### src/rtl/csr_ctrl_pkg.sv
// Shared constants and types for the CSR-instruction controller: FSM state
// encodings, funct3 op codes, the implemented machine-CSR map and the
// register-file side structs.
package csr_ctrl_pkg;

   localparam logic [2:0] ST_IDLE      = 3'd0;
   localparam logic [2:0] ST_READ      = 3'd1;
   localparam logic [2:0] ST_COMMIT    = 3'd2;
   localparam logic [2:0] ST_TRAP      = 3'd3;
   localparam logic [2:0] ST_TRAP_WAIT = 3'd4;
   localparam logic [2:0] ST_MRET      = 3'd5;
   localparam logic [2:0] ST_MRET_WAIT = 3'd6;

   localparam logic [2:0] OP_RW  = 3'b001;
   localparam logic [2:0] OP_RS  = 3'b010;
   localparam logic [2:0] OP_RC  = 3'b011;
   localparam logic [2:0] OP_RWI = 3'b101;
   localparam logic [2:0] OP_RSI = 3'b110;
   localparam logic [2:0] OP_RCI = 3'b111;

   typedef struct packed {
      logic        crden;
      logic [11:0] craddr;
      logic        cwren;
      logic [11:0] cwaddr;
      logic [31:0] cdata;
      logic        valid;
      logic        exception;
      logic [31:0] epc;
      logic [31:0] etval;
      logic [3:0]  ecause;
      logic        mret;
   } csr_in_type;

   typedef struct packed {
      logic [31:0] cdata;
      logic        exception;
      logic        mret;
      logic [31:0] mepc;
      logic [31:0] mtvec;
   } csr_out_type;

   // The sixteen machine CSRs backed by the register file.
   function automatic logic csr_implemented(input logic [11:0] addr);
      case (addr)
         12'h300, 12'h301, 12'h304, 12'h305,
         12'h306, 12'h340, 12'h341, 12'h342,
         12'h343, 12'h344, 12'hB00, 12'hB02,
         12'hF11, 12'hF12, 12'hF13, 12'hF14: return 1'b1;
         default:                            return 1'b0;
      endcase
   endfunction

   function automatic logic op_legal(input logic [2:0] op);
      case (op)
         OP_RW, OP_RS, OP_RC, OP_RWI, OP_RSI, OP_RCI: return 1'b1;
         default:                                     return 1'b0;
      endcase
   endfunction

endpackage

### src/rtl/csr_ctrl_if.sv
// Pipeline-facing signals of the CSR controller: CSR instruction request and
// response, trap and mret requests, retire strobe and the fetch redirect.
interface csr_ctrl_if;
   logic        req_valid;
   logic        req_ready;
   logic [2:0]  req_op;
   logic [11:0] req_addr;
   logic [31:0] req_rs1;
   logic [4:0]  req_uimm;
   logic        rsp_valid;
   logic [31:0] rsp_data;
   logic        rsp_illegal;
   logic        trap_req;
   logic        trap_ready;
   logic [3:0]  trap_cause;
   logic [31:0] trap_epc;
   logic [31:0] trap_tval;
   logic        mret_req;
   logic        retire;
   logic        redirect_valid;
   logic [31:0] redirect_pc;

   modport master (
      output req_valid, req_op, req_addr, req_rs1, req_uimm,
      output trap_req, trap_cause, trap_epc, trap_tval, mret_req, retire,
      input  req_ready, rsp_valid, rsp_data, rsp_illegal,
      input  trap_ready, redirect_valid, redirect_pc
   );

   modport slave (
      input  req_valid, req_op, req_addr, req_rs1, req_uimm,
      input  trap_req, trap_cause, trap_epc, trap_tval, mret_req, retire,
      output req_ready, rsp_valid, rsp_data, rsp_illegal,
      output trap_ready, redirect_valid, redirect_pc
   );
endinterface

### src/rtl/csr_ctrl_alu.sv
// Read-modify-write datapath for CSR instructions: new value and write enable
// from the op, the old CSR value and the rs1/zimm source.
module csr_ctrl_alu
   import csr_ctrl_pkg::*;
(
   input  logic [2:0]  op,
   input  logic [31:0] old_val,
   input  logic [31:0] rs1,
   input  logic [4:0]  uimm,
   output logic [31:0] new_val,
   output logic        wen
);

   logic [31:0] src;

   // Set/clear forms with a zero rs1 index or zimm are pure reads.
   always_comb begin
      src     = op[2] ? {27'b0, uimm} : rs1;
      new_val = 32'h0;
      wen     = 1'b0;
      case (op)
         OP_RW, OP_RWI: begin
            new_val = src;
            wen     = 1'b1;
         end
         OP_RS, OP_RSI: begin
            new_val = old_val | src;
            wen     = (uimm != 5'd0);
         end
         OP_RC, OP_RCI: begin
            new_val = old_val & ~src;
            wen     = (uimm != 5'd0);
         end
         default: ;
      endcase
   end

endmodule

### src/rtl/csr_ctrl.sv
// CSR controller: sequences CSR read-modify-write instructions, trap entry and
// mret against an external CSR register file, and issues fetch redirects.
//
// state      | meaning
// IDLE       | accept trap > mret > CSR request
// READ       | read CSR, capture old value
// COMMIT     | write new value, respond with old value
// TRAP       | one-cycle exception pulse to the register file
// TRAP_WAIT  | wait for register file ack, redirect to mtvec
// MRET       | one-cycle mret pulse to the register file
// MRET_WAIT  | wait for register file ack, redirect to mepc
module csr_ctrl
   import csr_ctrl_pkg::*;
(
   input  logic        clk,
   input  logic        rst,
   csr_ctrl_if.slave   bus,
   output csr_in_type  csr_in,
   input  csr_out_type csr_out
);

   logic [2:0]  state_q, state_d;
   logic [2:0]  op_q;
   logic [11:0] addr_q;
   logic [31:0] rs1_q;
   logic [4:0]  uimm_q;
   logic [31:0] old_q;
   logic [3:0]  cause_q;
   logic [31:0] epc_q;
   logic [31:0] tval_q;
   logic [31:0] new_val;
   logic        wen;
   logic        illegal;
   logic        req_go;
   logic        trap_go;

   csr_ctrl_alu u_alu (
      .op      (op_q),
      .old_val (old_q),
      .rs1     (rs1_q),
      .uimm    (uimm_q),
      .new_val (new_val),
      .wen     (wen)
   );

   // Writes to the read-only quadrant are illegal even if the CSR exists.
   always_comb begin
      illegal = !csr_implemented(addr_q) || !op_legal(op_q)
                || (wen && (addr_q[11:10] == 2'b11));
   end

   // Handshake transfers and next-state selection.
   always_comb begin
      trap_go = (state_q == ST_IDLE) && bus.trap_req;
      req_go  = (state_q == ST_IDLE) && !bus.trap_req && !bus.mret_req && bus.req_valid;
      state_d = state_q;
      case (state_q)
         ST_IDLE: begin
            if (bus.trap_req)       state_d = ST_TRAP;
            else if (bus.mret_req)  state_d = ST_MRET;
            else if (bus.req_valid) state_d = ST_READ;
         end
         ST_READ:      state_d = ST_COMMIT;
         ST_COMMIT:    state_d = ST_IDLE;
         ST_TRAP:      state_d = ST_TRAP_WAIT;
         ST_TRAP_WAIT: if (csr_out.exception) state_d = ST_IDLE;
         ST_MRET:      state_d = ST_MRET_WAIT;
         ST_MRET_WAIT: if (csr_out.mret) state_d = ST_IDLE;
         default:      state_d = ST_IDLE;
      endcase
   end

   // State register and request/trap payload latches.
   always_ff @(posedge clk) begin
      if (!rst) begin
         state_q <= ST_IDLE;
         op_q    <= 3'd0;
         addr_q  <= 12'd0;
         rs1_q   <= 32'd0;
         uimm_q  <= 5'd0;
         old_q   <= 32'd0;
         cause_q <= 4'd0;
         epc_q   <= 32'd0;
         tval_q  <= 32'd0;
      end else begin
         state_q <= state_d;
         if (req_go) begin
            op_q   <= bus.req_op;
            addr_q <= bus.req_addr;
            rs1_q  <= bus.req_rs1;
            uimm_q <= bus.req_uimm;
         end
         if (trap_go) begin
            cause_q <= bus.trap_cause;
            epc_q   <= bus.trap_epc;
            tval_q  <= bus.trap_tval;
         end
         if (state_q == ST_READ) old_q <= illegal ? 32'h0 : csr_out.cdata;
      end
   end

   // Output decode; everything but the retire strobe is held low in reset.
   always_comb begin
      csr_in             = '0;
      csr_in.valid       = bus.retire;
      bus.req_ready      = 1'b0;
      bus.trap_ready     = 1'b0;
      bus.rsp_valid      = 1'b0;
      bus.rsp_data       = 32'h0;
      bus.rsp_illegal    = 1'b0;
      bus.redirect_valid = 1'b0;
      bus.redirect_pc    = 32'h0;
      if (rst) begin
         case (state_q)
            ST_IDLE: begin
               bus.trap_ready = 1'b1;
               bus.req_ready  = !bus.trap_req && !bus.mret_req;
            end
            ST_READ: begin
               if (!illegal) begin
                  csr_in.crden  = 1'b1;
                  csr_in.craddr = addr_q;
               end
            end
            ST_COMMIT: begin
               bus.rsp_valid   = 1'b1;
               bus.rsp_illegal = illegal;
               bus.rsp_data    = old_q;
               if (wen && !illegal) begin
                  csr_in.cwren  = 1'b1;
                  csr_in.cwaddr = addr_q;
                  csr_in.cdata  = new_val;
               end
            end
            ST_TRAP: begin
               csr_in.exception = 1'b1;
               csr_in.epc       = epc_q;
               csr_in.etval     = tval_q;
               csr_in.ecause    = cause_q;
            end
            ST_TRAP_WAIT: begin
               if (csr_out.exception) begin
                  bus.redirect_valid = 1'b1;
                  bus.redirect_pc    = csr_out.mtvec;
               end
            end
            ST_MRET: csr_in.mret = 1'b1;
            ST_MRET_WAIT: begin
               if (csr_out.mret) begin
                  bus.redirect_valid = 1'b1;
                  bus.redirect_pc    = csr_out.mepc;
               end
            end
            default: ;
         endcase
      end
   end

endmodule
### src/flat_wrapper.sv
// flat-port wrapper written by rule: the top's interface ports become plain ports
module csr_ctrl_flat import csr_ctrl_pkg::*;
  (clk, rst, csr_in, csr_out, bus_req_valid, bus_req_op, bus_req_addr, bus_req_rs1, bus_req_uimm, bus_trap_req, bus_trap_cause, bus_trap_epc, bus_trap_tval, bus_mret_req, bus_retire, bus_req_ready, bus_rsp_valid, bus_rsp_data, bus_rsp_illegal, bus_trap_ready, bus_redirect_valid, bus_redirect_pc);
  csr_ctrl_if bus_i ();
  input  logic clk;
  input  logic rst;
  output csr_in_type csr_in;
  input  csr_out_type csr_out;
  input wire logic [$bits(bus_i.req_valid)-1:0] bus_req_valid;
  input wire logic [$bits(bus_i.req_op)-1:0] bus_req_op;
  input wire logic [$bits(bus_i.req_addr)-1:0] bus_req_addr;
  input wire logic [$bits(bus_i.req_rs1)-1:0] bus_req_rs1;
  input wire logic [$bits(bus_i.req_uimm)-1:0] bus_req_uimm;
  input wire logic [$bits(bus_i.trap_req)-1:0] bus_trap_req;
  input wire logic [$bits(bus_i.trap_cause)-1:0] bus_trap_cause;
  input wire logic [$bits(bus_i.trap_epc)-1:0] bus_trap_epc;
  input wire logic [$bits(bus_i.trap_tval)-1:0] bus_trap_tval;
  input wire logic [$bits(bus_i.mret_req)-1:0] bus_mret_req;
  input wire logic [$bits(bus_i.retire)-1:0] bus_retire;
  output wire logic [$bits(bus_i.req_ready)-1:0] bus_req_ready;
  output wire logic [$bits(bus_i.rsp_valid)-1:0] bus_rsp_valid;
  output wire logic [$bits(bus_i.rsp_data)-1:0] bus_rsp_data;
  output wire logic [$bits(bus_i.rsp_illegal)-1:0] bus_rsp_illegal;
  output wire logic [$bits(bus_i.trap_ready)-1:0] bus_trap_ready;
  output wire logic [$bits(bus_i.redirect_valid)-1:0] bus_redirect_valid;
  output wire logic [$bits(bus_i.redirect_pc)-1:0] bus_redirect_pc;
  assign bus_i.req_valid = bus_req_valid;
  assign bus_i.req_op = bus_req_op;
  assign bus_i.req_addr = bus_req_addr;
  assign bus_i.req_rs1 = bus_req_rs1;
  assign bus_i.req_uimm = bus_req_uimm;
  assign bus_i.trap_req = bus_trap_req;
  assign bus_i.trap_cause = bus_trap_cause;
  assign bus_i.trap_epc = bus_trap_epc;
  assign bus_i.trap_tval = bus_trap_tval;
  assign bus_i.mret_req = bus_mret_req;
  assign bus_i.retire = bus_retire;
  assign bus_req_ready = bus_i.req_ready;
  assign bus_rsp_valid = bus_i.rsp_valid;
  assign bus_rsp_data = bus_i.rsp_data;
  assign bus_rsp_illegal = bus_i.rsp_illegal;
  assign bus_trap_ready = bus_i.trap_ready;
  assign bus_redirect_valid = bus_i.redirect_valid;
  assign bus_redirect_pc = bus_i.redirect_pc;
  csr_ctrl u_core (.clk(clk), .rst(rst), .bus(bus_i), .csr_in(csr_in), .csr_out(csr_out));
endmodule
### config.mk
export PLATFORM = sky130hd
export DESIGN_NAME = csr_ctrl_flat
export DESIGN_NICKNAME = d
export VERILOG_FILES = /design/src/rtl/csr_ctrl_pkg.sv /design/src/rtl/csr_ctrl_if.sv /design/src/rtl/csr_ctrl_alu.sv /design/src/rtl/csr_ctrl.sv /design/src/flat_wrapper.sv
export SDC_FILE = /design/constraint.sdc
export NUM_CORES = 1
export LEC_CHECK = 0
export CORE_AREA = 2 2 165 167
export DETAILED_ROUTE_END_ITERATION = 7
export DIE_AREA = 0 0 167 169
export PLACE_DENSITY = 0.68
export SLEW_MARGIN = 20
export SYNTH_ARGS = -nofsm -noshare
export SYNTH_HDL_FRONTEND = slang
export SYNTH_SLANG_ARGS = --single-unit
### constraint.sdc
create_clock -name clk -period 6 [get_ports clk]
set_input_delay 1.2 -clock clk [delete_from_list [all_inputs] [get_ports clk]]
set_output_delay 1.2 -clock clk [all_outputs]
set_load 0.03 [all_outputs]
==> run_results.csv <==
group,metric,value,unit
floorplanning,die_height,169,um
placed_design,io_buffers,411,
global_routing,initial_antenna_violation_count,1,
route,drt_first_pass_iters,5,
sta,final.hold.worst_slack,0.463,ns
sta,timing.fmax,200,MHz
floorplanning,starting_density_of_the_core,0.298,
hold_path,min_delay_worst_endpoint,"u_core.cause_q[2]",
pwr,peakVddDrop,0.139,mV
cells_and_area,nNetsFinal,1571,
sta,slew_headroom,0.307,
hold_path,worstHoldPathCells,2,
clocking,htree_num_levels,4,
yosys,yosys.area_share.simple,0.315,
pwr,power_switching,746,uW
critical_path,critical_path.startpoint_type,"input port",
sta,worst-slew-pin-transition,1.04,ns
cells_and_area,drive_above_1_share,0.0934,
yosys,post_synth_xor_area_fraction,0.00111,
route,post_route_drc_violation_count,0,
yosys,syn_avg_cell_area,8.01,um2
sta,setup-tns-final,0,ns
cells_and_area,antenna_cells_inserted,0,
route,via_count,8153,
yosys,postSynthRegisterBits,155,
placed_design,finalWeightedCongestion,0.824,
pwr,internal_power,1880,uW
floorplanning,fp.dieArea,28200,um2
yosys,syn_inst,987,
status,status,"complete, no violations",
global_routing,grt_max_degree,110,
pwr,leakage,0.00436,uW
global_routing,total_congestion_overflow,0,
sta,pins_over_slew_limit,0,
clocking,cts-resized-gates,0,
critical_path,path_max_fanout,27,
pwr,power_density,206,nW/um2
placed_design,hpwl,21300,um
placed_design,dp_worst_setup_slack,1.02,ns
placed_design,postPlaceCellArea,12100,um2
clocking,ctsLongestPathBuffers,2,
job,timing.max_cap.violations,0,
critical_path,critPathRequiredTime,4.80,ns
yosys,async_flop_share,0,
sta,timing.final.setup_violations,0,
critical_path,timing.critical_path.from,"csr_out[64]",
pwr,p_clk_frac,0.416,
clocking,cts_tree,"built",
clocking,clock_sink_count,155,
hold_path,hold_path.startpoint,"u_core.cause_q[2]",
sta,grt_setup_unrepaired,"no",
yosys,combinational_family_with_the_most_area_after_synthesis,"simple AND/OR/NAND/NOR gates",
pwr,power.share.combinational,0.158,
route,antenna_violating_nets_post_route,0,
clocking,cts-hold-fix-buffers,0,
yosys,synth_edf_count,0,
route,totalWireLength,30000,um
critical_path,end_kind,"output port",
yosys,ys_seq_area_frac,0.393,
yosys,synth_warnings,0,
floorplanning,io_pins,422,
sta,total_count_of_hold_check_failures_in_the_final_report,0,
yosys,ys.flop_type,"sky130_fd_sc_hd__dfxtp_1",
clocking,clkSlewWorstSetupHoldPaths,0.06,ns
critical_path,rrSetupSlack,3.39,ns
global_routing,grt_pass1_vias,8012,
cells_and_area,design_area,12700,um2
global_routing,grt_pass1_wl,45700,um
route,avgViaCountPerCell,4.79,
yosys,syn_area,7910,um2
clocking,postCtsSetupBuffers,0,
critical_path,r2r-end,"u_core.epc_q[13]",
yosys,compound_gate_fraction_of_synth_area,0.226,
global_routing,gr_util_all_layers,0.204,
clocking,cts-buffers-inserted,17,
critical_path,timing.rr.start,"u_core.state_q[0]",
route,initialDrtViolationCount,517,
yosys,post_synth_fa_ha_maj_area_fraction,0,
critical_path,setup.worst_path.class,"in -> out",
sta,post-route-period-util,0.834,
critical_path,cp_data_arrival_time,3.80,ns
floorplanning,core.rowCount,60,
sta,fin_worst_skew,0.0178,ns
pwr,switching_share,0.284,
clocking,clk_latency,0.43,ns
pwr,seq_power_share,0.426,
yosys,synth.lib_cells_used.distinct,42,
yosys,multiplexer_share_of_the_synthesized_area,0.00649,
clocking,root_buffer,"sky130_fd_sc_hd__clkbuf_16",
hold_path,hold_class,"reg -> reg",
route,detail_route.wl_per_cell,17.7,um
sta,final.min_clock_period,5.00,ns
floorplanning,die_w,167,um
sta,layout_setup_ws,0.998,ns
floorplanning,core_area,26500,um2
critical_path,worst-r2r-cell-count,5,
cells_and_area,area_delta_synth_final,61.0,%
## layout by cell type (no fill, tap or decap), types with 6 or more instances in the layout
cell type,netlist,routed
sky130_fd_sc_hd__clkdlybuf4s50_1,0,372
sky130_fd_sc_hd__and2_1,115,114
sky130_fd_sc_hd__clkbuf_16,0,17
sky130_fd_sc_hd__a21boi_0,120,120
sky130_fd_sc_hd__a21oi_1,6,6
sky130_fd_sc_hd__dfxtp_1,155,155
sky130_fd_sc_hd__conb_1,1,8
sky130_fd_sc_hd__nor2_4,26,28
sky130_fd_sc_hd__a32oi_1,26,26
sky130_fd_sc_hd__nand2_1,248,246
sky130_fd_sc_hd__nand2b_1,29,29
sky130_fd_sc_hd__a31oi_1,6,6
sky130_fd_sc_hd__nor2_1,51,49
sky130_fd_sc_hd__buf_4,9,50
sky130_fd_sc_hd__inv_6,0,6
sky130_fd_sc_hd__a22o_1,32,32
sky130_fd_sc_hd__a22oi_1,32,32
## power by group through the flow
stage	Clock, uW	Combinational [uW]	Sequential (uW)
floorplan	0	205	1130
global placement	0	412	1140
detailed placement	0	416	1140
CTS	1120	418	1120
global route	1170	455	1130
finish	1090	415	1120
## worst max path at each step
stage	to	cells after the start	slack (ns)
finish	bus_redirect_pc[18]	6	1.0
global route	bus_redirect_pc[18]	6	0.84
CTS	bus_redirect_pc[18]	6	1.0
detailed placement	bus_redirect_pc[18]	6	1.02
global placement	bus_redirect_pc[13]	6	1.05
floorplan	csr_in[75]	8	1.83
## sequential cells by signal, indices dropped and copies added (netlist names)
signal and count:
u_core.cause_q 4, u_core.op_q 3, u_core.rs1_q 32, u_core.state_q 3
u_core.uimm_q 5, u_core.addr_q 12, u_core.old_q 32, u_core.epc_q 32
u_core.tval_q 32
## synth_stat cells, types with 6 or more instances
library cell,number,share of area
sky130_fd_sc_hd__nor2_4,26,0.037
sky130_fd_sc_hd__dfxtp_1,155,0.39
sky130_fd_sc_hd__a31oi_1,6,0.0047
sky130_fd_sc_hd__nor3_1,6,0.0038
sky130_fd_sc_hd__a22o_1,32,0.035
sky130_fd_sc_hd__a32oi_1,26,0.029
sky130_fd_sc_hd__and2_1,115,0.091
sky130_fd_sc_hd__buf_4,9,0.0085
sky130_fd_sc_hd__a21boi_0,120,0.11
sky130_fd_sc_hd__nand2b_1,29,0.023
sky130_fd_sc_hd__a21oi_1,6,0.0038
sky130_fd_sc_hd__nand2_1,248,0.12
sky130_fd_sc_hd__nor2_1,51,0.024
sky130_fd_sc_hd__clkbuf_1,68,0.032
sky130_fd_sc_hd__buf_2,9,0.0057
sky130_fd_sc_hd__a22oi_1,32,0.030
## metal layers
layer  global-route usage  part of all wire
met2                0.326              0.45
met1                0.263              0.44
met3               0.0676             0.089
met4               0.0577             0.019
met5                    0           0.00043
## critical path: stages
cell and delay, ns:
sky130_fd_sc_hd__clkdlybuf4s50_1 0.52, sky130_fd_sc_hd__and3_1 0.86, sky130_fd_sc_hd__buf_4 0.29, sky130_fd_sc_hd__a22oi_1 0.09, sky130_fd_sc_hd__nor2_1 0.12, sky130_fd_sc_hd__clkdlybuf4s50_1 0.69
## through the flow
step / cells / util / power [uW]
5_1_grt: 1701 / 0.480 / 2750
4_1_cts: 1701 / 0.480 / 2660
6_report: 1701 / 0.480 / 2630
3_5_place_dp: 1669 / 0.458 / 1560
2_1_floorplan: 994 / - / 1330
3_3_place_gp: 1669 / 0.458 / 1550
## kinds of logic after synthesis
logic type / Yosys count
AND/OR/NAND/NOR: 496
AO/OA/AOI/OAI: 231
flip-flops: 155
buffers and inverters: 98
multiplexers: 5
XOR/XNOR: 1
other: 1
## area by class of cell
type / instances / area [um2]
Fill cell: 2567 / 13800
Multi-Input combinational cell: 741 / 4420
Timing Repair Buffer: 426 / 4180
Sequential cell: 155 / 3100
Clock buffer: 18 / 429
Tap cell: 341 / 427
Clock inverter: 14 / 148
Inverter: 6 / 22.5
Power figures use the tool's default switching activity.
